File: src/rtl/gpio_ctrl.sv
// Memory-mapped GPIO: synchronised, tick-debounced inputs with per-bit edge
// status and a level interrupt, plus a bank of output latches.
module gpio_ctrl #(
    parameter int IN_WIDTH        = 32,
    parameter int OUT_WIDTH       = 8,
    parameter int DEBOUNCE_CYCLES = 1000
) (
    input  logic                 clk,
    input  logic                 rst_n,
    input  logic [4:0]           addr,
    input  logic [31:0]          wdata,
    input  logic                 we,
    input  logic                 re,
    output logic [31:0]          rdata,
    input  logic [IN_WIDTH-1:0]  gpio_pin_in,
    output logic [OUT_WIDTH-1:0] gpio_pin_out,
    output logic                 irq
);

    localparam int CNT_W = (DEBOUNCE_CYCLES > 2) ? $clog2(DEBOUNCE_CYCLES) : 1;
    localparam logic [CNT_W-1:0] CNT_LAST = CNT_W'(DEBOUNCE_CYCLES - 1);

    localparam logic [2:0] REG_GPO       = 3'd0;
    localparam logic [2:0] REG_GPI       = 3'd1;
    localparam logic [2:0] REG_EDGE_STAT = 3'd2;
    localparam logic [2:0] REG_IRQ_EN    = 3'd3;
    localparam logic [2:0] REG_EDGE_POL  = 3'd4;
    localparam logic [2:0] REG_EDGE_BOTH = 3'd5;

    // Bus handshake: we and re are single-cycle strobes sampled on the rising
    // edge; rdata carries the addressed register the cycle after re, else 0.
    logic [OUT_WIDTH-1:0] gpo;
    logic [IN_WIDTH-1:0]  sync1, sync2, samp, deb, deb_d;
    logic [IN_WIDTH-1:0]  edge_status, irq_en, edge_pol, edge_both;
    logic [CNT_W-1:0]     cnt;

    logic [2:0]          sel;
    logic                tick;
    logic [IN_WIDTH-1:0] rise, fall, ev, clr, wlow;
    logic [31:0]         rd_mux;
    logic                unused_bits;

    assign unused_bits  = ^{addr[1:0], wdata};
    assign gpio_pin_out = gpo;

    always_comb begin
        sel  = addr[4:2];
        tick = (cnt == CNT_LAST);
        wlow = wdata[IN_WIDTH-1:0];
        rise = deb & ~deb_d;
        fall = ~deb & deb_d;
        ev   = (edge_both & (rise | fall)) | (~edge_both & ((edge_pol & rise) | (~edge_pol & fall)));
        clr  = (we && sel == REG_EDGE_STAT) ? wlow : '0;
        case (sel)
            REG_GPO:       rd_mux = 32'(gpo);
            REG_GPI:       rd_mux = 32'(deb);
            REG_EDGE_STAT: rd_mux = 32'(edge_status);
            REG_IRQ_EN:    rd_mux = 32'(irq_en);
            REG_EDGE_POL:  rd_mux = 32'(edge_pol);
            REG_EDGE_BOTH: rd_mux = 32'(edge_both);
            default:       rd_mux = 32'd0;
        endcase
    end

    always_ff @(posedge clk) begin
        if (!rst_n) begin
            gpo         <= '0;
            sync1       <= '0;
            sync2       <= '0;
            samp        <= '0;
            deb         <= '0;
            deb_d       <= '0;
            edge_status <= '0;
            irq_en      <= '0;
            edge_pol    <= '0;
            edge_both   <= '0;
            cnt         <= '0;
            rdata       <= '0;
            irq         <= 1'b0;
        end else begin
            sync1 <= gpio_pin_in;
            sync2 <= sync1;
            cnt   <= tick ? '0 : cnt + 1'b1;
            // A level is accepted only once it has been seen on two consecutive ticks.
            if (tick) begin
                samp <= sync2;
                deb  <= (samp & sync2) | (deb & (samp ^ sync2));
            end
            deb_d <= deb;

            // Set wins over a simultaneous write-one-to-clear.
            edge_status <= (edge_status & ~clr) | ev;
            irq         <= |(edge_status & irq_en);
            rdata       <= re ? rd_mux : 32'd0;

            if (we) begin
                case (sel)
                    REG_GPO:       gpo       <= wdata[OUT_WIDTH-1:0];
                    REG_IRQ_EN:    irq_en    <= wlow;
                    REG_EDGE_POL:  edge_pol  <= wlow;
                    REG_EDGE_BOTH: edge_both <= wlow;
                    default:       ;
                endcase
            end
        end
    end

endmodule

File: config.mk
export PLATFORM = sky130hd
export DESIGN_NAME = gpio_ctrl
export DESIGN_NICKNAME = d
export VERILOG_FILES = /design/src/rtl/gpio_ctrl.sv
export SDC_FILE = /design/constraint.sdc
export NUM_CORES = 1
export LEC_CHECK = 0
export BUFFER_PORTS_ARGS = -buffer_cell sky130_fd_sc_hd__buf_4
export CELL_PAD_IN_SITES_DETAIL_PLACEMENT = 0
export CELL_PAD_IN_SITES_GLOBAL_PLACEMENT = 1
export CORE_MARGIN = 2
export CORE_UTILIZATION = 44
export CTS_BUF_LIST = sky130_fd_sc_hd__clkbuf_8 sky130_fd_sc_hd__clkbuf_16
export DETAILED_ROUTE_END_ITERATION = 7
export PLACE_DENSITY_LB_ADDON = 0.1
export SYNTH_ARGS = -nofsm -noshare
export SYNTH_HDL_FRONTEND = slang
export SYNTH_SLANG_ARGS = --single-unit
File: constraint.sdc
create_clock -name clk -period 4.35 [get_ports clk]
set_input_delay 1.305 -clock clk [delete_from_list [all_inputs] [get_ports clk]]
set_output_delay 1.305 -clock clk [all_outputs]
set_load 0.005 [all_outputs]
==> flow_summary.yaml <==
synthesis:
  ys_types: 42
  synth_warnings: 0
  avgSynthCellArea_um2: 8.76
  synth_edf_count: 0
  synth_seq_cells: 339
  netlist_instances: 1603
  synthTopCellsByArea: "dfxtp_1 48%, nand2_1 9.2%, ha_1 8.6%"
  yosysTopAreaCellShare_pct: 48.3
  syn_area_um2: 14000
  synth_ff_type: "dfxtp_1"
  yosys.area.top_type: "dfxtp_1"
  syn-num-nets: 1773
  synthArstFlopShare_pct: 0
  ys_seq_area_share_pct: 48.3
setup_path:
  cp-endpoint: "edge_pol[24]"
  endpoint_kind: "register"
  r2r_end: "samp[12]"
  worstSetupPathType: "in -> reg"
  setup.worst_path.start: "addr[2]"
  crit_fanout: 33
  rrSetupSlack_ps: 2280
  rr_startpoint: "cnt[0]"
  cp.arrival_ps: 3020
  worstPathRequired_ps: 4790
  worst_setup_path_start_kind: "input port"
  r2r.worst_path.cells: 5
sta:
  setup_tns_ps: 0
  rsz0062_at_grt: "false"
  period_share_pct: 59.2
  worst_slack_ps: 1780
  worst_slew_pin_slew_ps: 931
  setup_viol: 0
  hold_violations: 0
  drv_slew: 0
  max-slew-margin-rel_pct: 37.9
  fin_worst_skew_ps: 13.2
  fmax_mhz: 389
  fin_crit_ps: 2570
die:
  boundaryPins: 114
  die_area_um2: 33400
  initial_core_util_pct: 44.6
  core-area_um2: 31500
  die_y_um: 183
  fp.dieW_um: 183
  row_count: 65
pwr:
  power_mw: 6.70
  ir_drop_uv: 287
  power_leakage_nw: 6.54
  power_density_nw_per_um2: 407
routing:
  vias: 11100
  routed_wirelength_um: 38700
  drtPass1Iterations: 5
  drtIter0Drc: 703
  post_drt_wl_per_cell_um: 18.3
  route.detailed.drc: 0
  drt-vias-per-instance: 5.23
  drtAntennaViolNets: 0
global_route:
  grt_pass1_vias: 10500
  antenna_found_initial: 0
  grtUsageTotal_pct: 23.2
  grt_overflow: 0
  grt_pass1_wl_um: 60200
  grt_max_degree: 65
clock_tree:
  clk_pin_slew_ps: 50
  clockBufferDepth: 3
  tritoncts: "yes"
  cts_sinks: 339
  numCtsBuffers: 39
  htreeDepth: 2
  cts_resized: 0
  postCtsSetupBuffers: 0
  ctsHoldBuffers: 0
  cts_root_buffer: "clkbuf_16"
  insertion_delay_ps: 520
worst_hold_path:
  min_path_type: "reg -> reg"
  worstHoldStart: "sync1[5]"
place:
  placed_area_um2: 15200
  dp_slack_ps: 1210
  dp_hpwl_um: 25300
  port-buffer-count: 111
  routabilityCongestion: 0.802
cells_and_area:
  final_common_cell: "nand2_1"
  area_delta_synth_final_pct: 17.1
  fin_util_pct: 52.3
  final_cell_mix: "345 x nand2_1, 339 x dfxtp_1, 220 x a21oi_1"
  diodes: 0
  fin_nets: 1860
  finalInstanceArea_um2: 16400
  layout-drive-gt1-share_pct: 12.2
run_status:
  status: "completed"
job:
  maxCapViolCount: 0
==> layer usage <==
layer / vias up / global-route usage (%) / part of all wire [%]
li1: 5560 / - / -
met1: 5186 / 33.1 / 48
met2: 255 / 37.0 / 45
met3: 61 / 2.99 / 4.9
met4: 0 / 6.45 / 2.3
met5: - / 0 / 0
==> cells in the mapped netlist, types with 2 or more instances <==
cell        n
a211oi_1   35
a21boi_0   32
a21oi_1   220
a22oi_1    51
and2_1     66
and3_1      5
and3b_1     2
and4_1      2
buf_1       8
buf_2      32
buf_4       3
buf_6       3
clkbuf_1   44
dfxtp_1   339
ha_1       97
inv_1      64
mux2_2     13
mux2i_1    26
nand2_1   345
nand3_1     3
nand4_1     7
nor2_1     77
nor2b_1    34
nor3_1      2
o21a_1     32
o21ai_0    33
o22a_1      7
xnor2_1     4
xor2_1      4
==> worst max-delay path, stage by stage <==
cell and delay [ps]:
buf_4 250, nor2_2 220, and3_1 510, buf_4 460
nand2_1 110, a21oi_1 130
==> cell families after synthesis <==
| logic type | after synthesis | share of synthesized area (%) |
|---|---|---|
| xor gates and xnor gates | 8 | 0.499 |
| DFF | 339 | 48.3 |
| AOI/OAI and AO/OA | 411 | 17.5 |
| and+or+nand+nor | 554 | 17.5 |
| muxes | 39 | 2.90 |
| buffers and inverters | 155 | 4.67 |
| adders and majority gates | 97 | 8.64 |
==> power breakdown <==
group	internal (mW)	switching (mW)	total (mW)
logic	0.121	0.188	0.309
clock network	1.92	1.26	3.18
registers	3.17	0.0471	3.21
==> how the worst min path moves through the flow <==
stage / end / slack [ps] / cells past startpoint
after detailed placement: sync2[5] / 420 / 1
after CTS: sync2[5] / 430 / 1
after global placement: sync2[4] / 420 / 1
after global routing: sync2[7] / 440 / 1
final: sync2[5] / 430 / 1
after floorplan: sync2[0] / 410 / 1
==> layout make-up <==
type                    count  area [um^2]
clock buffers              44         1070
clock inverters            21          173
fillers                  3043        15000
inverters                  65          246
multi-input cells        1109         6610
flip-flops and latches    339         6790
well taps                 402          503
repair buffers            136         1060
==> through the flow <==
step,hold WS (ps),std cells
floorplan,412,1603
global placement,415,2051
detailed placement,417,2051
CTS,429,2116
global route,437,2116
finish,429,2116
Note: power is estimated with default switching activity, not from simulation.
